===== src/rtl/ma_stage.sv =====
// rtl/ma_stage.sv - memory-access pipeline stage; MA_MISALIGN_CHK_EN enables the misaligned ld/st trap
package ma_stage_pkg;
    typedef struct packed {
        logic isLd;
        logic isSt;
        logic isWb;
        logic isCall;
    } ctrl_t;

    typedef struct packed {
        logic [31:0] pc;
        logic [31:0] instr;
        logic [31:0] aluresult;
        logic [31:0] op2;
        ctrl_t       ctrl;
    } Ex_Ma_t;

    typedef struct packed {
        logic [31:0] pc;
        logic [31:0] instr;
        logic [31:0] aluresult;
        logic [31:0] ld_data;
        ctrl_t       ctrl;
    } Ma_Wb_t;
endpackage

module ma_stage
    import ma_stage_pkg::*;
#(
    parameter int ADDR_W = 32
) (
    input  logic              Clk,
    input  logic              Rst,
    input  logic              Ex_Valid_i,
    output logic              Ex_Ready_o,
    input  Ex_Ma_t            Ex_Payld_i,
    output logic              Ma_Valid_o,
    input  logic              Ma_Ready_i,
    output Ma_Wb_t            Ma_Payld_o,
    output logic              dmem_req_vld,
    input  logic              dmem_req_rdy,
    output logic              dmem_req_we,
    output logic [ADDR_W-1:0] dmem_req_addr,
    output logic [31:0]       dmem_req_wdata,
    input  logic              dmem_rsp_vld,
    input  logic [31:0]       dmem_rsp_rdata,
    output logic              misalign_err
);

    typedef enum logic [1:0] {IDLE, REQ, RSP} state_t;

    state_t state;
    Ex_Ma_t hold;
    logic   accept;
    logic   is_mem;
    logic   misaligned;

    function automatic Ma_Wb_t to_wb(input Ex_Ma_t p, input logic [31:0] ld, input logic wb_en);
        Ma_Wb_t w;
        w.pc          = p.pc;
        w.instr       = p.instr;
        w.aluresult   = p.aluresult;
        w.ld_data     = ld;
        w.ctrl        = p.ctrl;
        w.ctrl.isWb   = p.ctrl.isWb & wb_en;
        return w;
    endfunction

    assign Ex_Ready_o = !Rst && (state == IDLE) && (!Ma_Valid_o || Ma_Ready_i);
    assign accept     = Ex_Valid_i && Ex_Ready_o;
    assign is_mem     = Ex_Payld_i.ctrl.isLd || Ex_Payld_i.ctrl.isSt;

    // Request lines come straight from the hold register, so they are stable for the whole REQ stall.
    assign dmem_req_vld   = (state == REQ);
    assign dmem_req_we    = hold.ctrl.isSt;
    assign dmem_req_addr  = {hold.aluresult[ADDR_W-1:2], 2'b00};
    assign dmem_req_wdata = hold.op2;

`ifdef MA_MISALIGN_CHK_EN
    assign misaligned = is_mem && (Ex_Payld_i.aluresult[1:0] != 2'b00);

    always_ff @(posedge Clk or posedge Rst) begin
        if (Rst)
            misalign_err <= 1'b0;
        else if (accept && misaligned)
            misalign_err <= 1'b1;
    end
`else
    assign misaligned   = 1'b0;
    assign misalign_err = 1'b0;
`endif

    always_ff @(posedge Clk or posedge Rst) begin
        if (Rst) begin
            state      <= IDLE;
            hold       <= '0;
            Ma_Valid_o <= 1'b0;
            Ma_Payld_o <= '0;
        end else begin
            // A drain clears valid unless a completion below re-asserts it in the same cycle.
            if (Ma_Ready_i)
                Ma_Valid_o <= 1'b0;

            case (state)
                IDLE: begin
                    if (accept) begin
                        hold <= Ex_Payld_i;
                        if (misaligned) begin
                            Ma_Payld_o <= to_wb(Ex_Payld_i, 32'h0, 1'b0);
                            Ma_Valid_o <= 1'b1;
                        end else if (is_mem) begin
                            state <= REQ;
                        end else begin
                            Ma_Payld_o <= to_wb(Ex_Payld_i, 32'h0, 1'b1);
                            Ma_Valid_o <= 1'b1;
                        end
                    end
                end
                REQ: begin
                    if (dmem_req_rdy) begin
                        if (hold.ctrl.isSt) begin
                            Ma_Payld_o <= to_wb(hold, 32'h0, 1'b1);
                            Ma_Valid_o <= 1'b1;
                            state      <= IDLE;
                        end else begin
                            state <= RSP;
                        end
                    end
                end
                RSP: begin
                    if (dmem_rsp_vld) begin
                        Ma_Payld_o <= to_wb(hold, dmem_rsp_rdata, 1'b1);
                        Ma_Valid_o <= 1'b1;
                        state      <= IDLE;
                    end
                end
                default: state <= IDLE;
            endcase
        end
    end

endmodule

===== config.mk =====
export PLATFORM = sky130hd
export DESIGN_NAME = ma_stage
export DESIGN_NICKNAME = d
export VERILOG_FILES = /design/src/rtl/ma_stage.sv
export SDC_FILE = /design/constraint.sdc
export NUM_CORES = 1
export LEC_CHECK = 0
export ABC_AREA = 1
export ABC_CLOCK_PERIOD_IN_PS = 19700
export CORE_MARGIN = 2
export CORE_UTILIZATION = 52
export DETAILED_ROUTE_END_ITERATION = 8
export PLACE_DENSITY = 0.86
export SYNTH_ARGS = -nofsm -noshare
export SYNTH_HDL_FRONTEND = slang
export SYNTH_SLANG_ARGS = --single-unit

===== constraint.sdc =====
create_clock -name Clk -period 19.7 [get_ports Clk]
set_input_delay 4.925 -clock Clk [delete_from_list [all_inputs] [get_ports Clk]]
set_output_delay 4.925 -clock Clk [all_outputs]
set_load 0.01 [all_outputs]

Word level (Yosys, flattened, before mapping). Cells that the tools add are included.

Register bits: 267. Bits of input ports: 170. Output and inout bits: 201. Logic and storage cells: 57.

Equal/unequal tests: 8. Multiplexer cells: 19. Reduce and logical (&&, ||, !) cells: 12.

Operators by type and width (number): $mux W132 (5); $pmux W132 S3 (1); $mux W2 (5); $ne A2 B2 Y1 const B (4); $mux W1 (6); $pmux W2 S3 (1); $reduce_and A6 Y1 (1); $ne A2 B1 Y1 const B (2); $reduce_and A4 Y1 (1); $logic_and A1 B1 Y1 (3); $pmux W1 S3 (1); $reduce_bool A3 Y1 (1); $eq A2 B1 Y1 const B (1); $eq A2 B2 Y1 const B (1); $logic_not A1 Y1 (2); $logic_not A2 Y1 (1); $logic_or A1 B1 Y1 (2); $reduce_and A2 Y1 (1).

Logic depth before layout (Yosys ltp).
Word-level depth: 6. Depth in mapped cells: 11. Gate-level depth less buffers: 9.

Worst setup path after synthesis. OpenSTA, ideal clock, no wires.

Kind: input-to-output. Start: input port Rst. End: output port Ex_Ready_o. Arrival time: 11.120 ns. Required time: 14.775 ns. Setup slack: 3.655 ns. Cell stages on the path: 2. Buffers on the path: 0. Cell sequence: inv_1 -> and3_1.

Word-level cells in the longest chain between the ends: 3.

RTL lines: from (decl) (line 33) `input logic Rst,`; $logic_not A1 Y1 (no source line); $logic_and A1 B1 Y1 (2 in a row) (line 69) `assign Ex_Ready_o = !Rst && (state == IDLE) && (!Ma_Valid_o || Ma_Ready_i);`; to (decl) (line 35) `output logic Ex_Ready_o,`.

No other way between the ends.

Final worst setup path. Ends and elaborated chain as after synthesis.

==> impl_metrics.json <==
{
  "ir_worst_vdd_mv": 0.125,
  "numPortBuffers": 367,
  "yosys.cell_types.count": 23,
  "clk_pin_slew_ns": 0.06,
  "route.met3.wl_mm": 3.51,
  "rr_worst_depth": 10,
  "yosys.area.top_type": "dfrtp_1",
  "drtPass1Iterations": 6,
  "synth_top_cell_area_share_pct": 51.5,
  "drc": 0,
  "cp_slowest_stage_delay_ns": 0.61,
  "insertion_delay_ns": 0.53,
  "htree_levels": 1,
  "end_kind": "output port",
  "top_layer": "met4",
  "hold_path.class": "reg -> reg",
  "status": "finished clean",
  "cp_max_fo": 117,
  "finalSetupViolCount": 0,
  "yosysSeqAreaShare_pct": 51.5,
  "synthTopCellsByArea": "dfrtp_1 (52%), nand2_1 (19%), o21ai_0 (8.7%)",
  "place_inst": 2189,
  "synth_area_per_cell_um2": 7.78,
  "crit_buf_inv": 3,
  "cp_cell_sequence": "clkdlybuf4s50_1 > inv_8 > and3_1 > clkdlybuf4s50_1",
  "grt-ovfl-total": 0,
  "ant_nets": 0,
  "wl_per_cell_um": 17.1,
  "vias_per_cell": 5.42,
  "leakagePower_nw": 8.72,
  "worst_path_max_delay_cell": "inv_8",
  "worstPathRequired_ns": 14.78,
  "reg2reg_to": "Ma_Payld_o[12]$_DFFE_PP0P_",
  "fin_hold_ws_ns": 0.470,
  "initial_core_util_pct": 53.2,
  "fin_tns_setup_ns": 0,
  "fin_crit_sh_pct": 60.2,
  "dp_worst_setup_slack_ns": 7.80,
  "vias": 12100,
  "setup.worst_path.end": "Ex_Ready_o",
  "regToRegStartpoint": "state[0]$_DFFE_PP0P_",
  "cts_setup_buffers": 0,
  "reg2reg_slack_ns": 15.47,
  "fin_nets": 2070,
  "relSlewSlack_pct": 20.3,
  "dp_hpwl_mm": 23.6,
  "wl_met1_mm": 14.4,
  "die_height_um": 162,
  "fillCellCount": 1876,
  "ios": 371,
  "grt_pass1_vias": 11800,
  "routed_wl_mm": 38.3,
  "yosys_warnings": 0,
  "clock.fmax_ghz": 0.0843,
  "clock_path_buffers": 3,
  "core_mm2": 0.0244,
  "synth_most_common_cell": "nand2_1",
  "cp_top_family": "buffers and inverters",
  "yosys-top-cells-count": "nand2_1 (654), dfrtp_1 (267), o21ai_0 (225), inv_1 (176), nand4_1 (134)",
  "powerDensity_mw_per_mm2": 171,
  "grt_max_degree": 132,
  "slew_viol_final": 0,
  "grt_antenna_before_repair": 0,
  "first_iter_violations": 1202,
  "rsz0062_at_grt": "no",
  "cts_sinks": 267,
  "synth_async_sr_flop_share_pct": 100,
  "clockRootBuffer": "clkbuf_16",
  "die_area_mm2": 0.0262,
  "netlist_instances": 1668,
  "crit_start": "Rst",
  "num_rows": 57,
  "hold_violations": 0,
  "start_kind": "input pin",
  "cap_violations": 0,
  "synth-edff-count": 0,
  "period_minus_slack_ns": 11.87,
  "antennaDiodeCount": 0,
  "crit_type": "in -> out",
  "final_util_pct": 70.2,
  "grt_pass1_wl_mm": 61.3,
  "drive_gt1_share_pct": 3.66,
  "ys_ff_latch": 267,
  "cp.arrival_ns": 6.94,
  "place.gp.congestion": 0.861,
  "area_delta_synth_final_pct": 32.1,
  "synth_flop_cell": "dfrtp_1",
  "cts_tree": "yes",
  "cts_resized": 0,
  "tightest_slew_ns": 1.20,
  "cp.depth": 4,
  "cpMostUsedCell": "clkdlybuf4s50_1",
  "fin_area_mm2": 0.0171,
  "clock_skew_ns": 0.00730,
  "track_usage_pct": 28.7,
  "hold_buffers": 0,
  "dr_wl_met2_mm": 18.8,
  "synth_area_mm2": 0.0130,
  "final.setup.worst_slack_ns": 7.83,
  "numCtsBuffers": 28,
  "dieWidth_um": 162,
  "hp-start": "Ma_Payld_o[25]$_DFFE_PP0P_",
  "power.total_mw": 2.93,
  "place_area_mm2": 0.0162,
  "fin_cells": 2238
}
-- final cells by class --
class / count / area (um2) / share of cell area (%)
flip-flops and latches: 267 / 6680 / 39.0
multi-input cells: 1039 / 4650 / 27.2
repair buffers: 381 / 3780 / 22.1
clock buffers: 39 / 823 / 4.81
inverters: 178 / 677 / 3.95
well taps: 324 / 405 / 2.37
clock inverters: 10 / 113 / 0.657
-- state kept, by name, summed over array words and instances (netlist names) --
name	count
Ma_Payld_o	132
dmem_req_addr	30
dmem_req_we	1
Ma_Valid_o	1
dmem_req_wdata	32
hold	69
state	2
-- layer usage --
metal | vias to the layer above | GRT usage (%)
li1 | 5663 | -
met1 | 5713 | 36.1
met2 | 657 | 48.7
met3 | 107 | 5.85
met4 | 0 | 11.6
met5 | - | 0
-- worst min-delay path: stages, from the launching register on --
cell and delay (ns):
dfrtp_1 0.34, nand2_1 0.05, nand2_1 0.05
-- cell usage in the layout, fill, tap and decap left out --
master	synthesis	routed
buf_4	68	14
clkinvlp_4	0	2
or2_2	1	1
ha_1	5	4
clkinv_4	0	1
conb_1	1	3
o21ai_1	5	5
ha_4	0	1
nand3_1	4	3
clkbuf_8	0	6
a21oi_1	2	2
nand2_1	654	653
clkdlybuf4s50_1	0	367
nand3_4	0	2
clkinv_2	0	5
inv_2	2	1
o21ai_4	0	1
nand2_4	0	1
clkbuf_16	0	29
o21ai_0	225	225
nor2_4	1	2
bufinv_16	0	2
inv_6	0	1
dfrtp_1	267	267
nor2_1	1	1
inv_8	0	1
nand4_1	134	134
and3_1	1	1
inv_1	176	175
clkbuf_1	68	4
-- report_power, final --
| group | switching (mW) | leakage [nW] | internal (mW) |
|---|---|---|---|
| clock | 0.219 | 0.458 | 0.317 |
| combinational | 0.871 | 4.86 | 0.565 |
| sequential | 0.157 | 3.40 | 0.798 |
| total | 1.25 | 8.72 | 1.68 |
-- worst min-delay path by stage --
| stage | end | slack (ns) | depth (start not counted) |
|---|---|---|---|
| global route | Ma_Payld_o[15]$_DFFE_PP0P_ | 0.48 | 2 |
| detailed placement | Ma_Payld_o[25]$_DFFE_PP0P_ | 0.46 | 2 |
| global placement | Ma_Payld_o[36]$_DFFE_PP0P_ | 0.45 | 2 |
| floorplan | hold[100]$_DFFE_PP0P_ | 0.45 | 2 |
| CTS | Ma_Payld_o[25]$_DFFE_PP0P_ | 0.47 | 2 |
| finish | Ma_Payld_o[25]$_DFFE_PP0P_ | 0.47 | 2 |
-- cell families after synthesis --
group	after synthesis	synth area share [%]
compound gates	233	9.02
fa+ha+maj	5	0.482
buf+inv	364	13.1
flops	267	51.5
other cells	1	0.0289
simple gates	798	25.9
No activity file was read; power rests on OpenSTA's default activity.
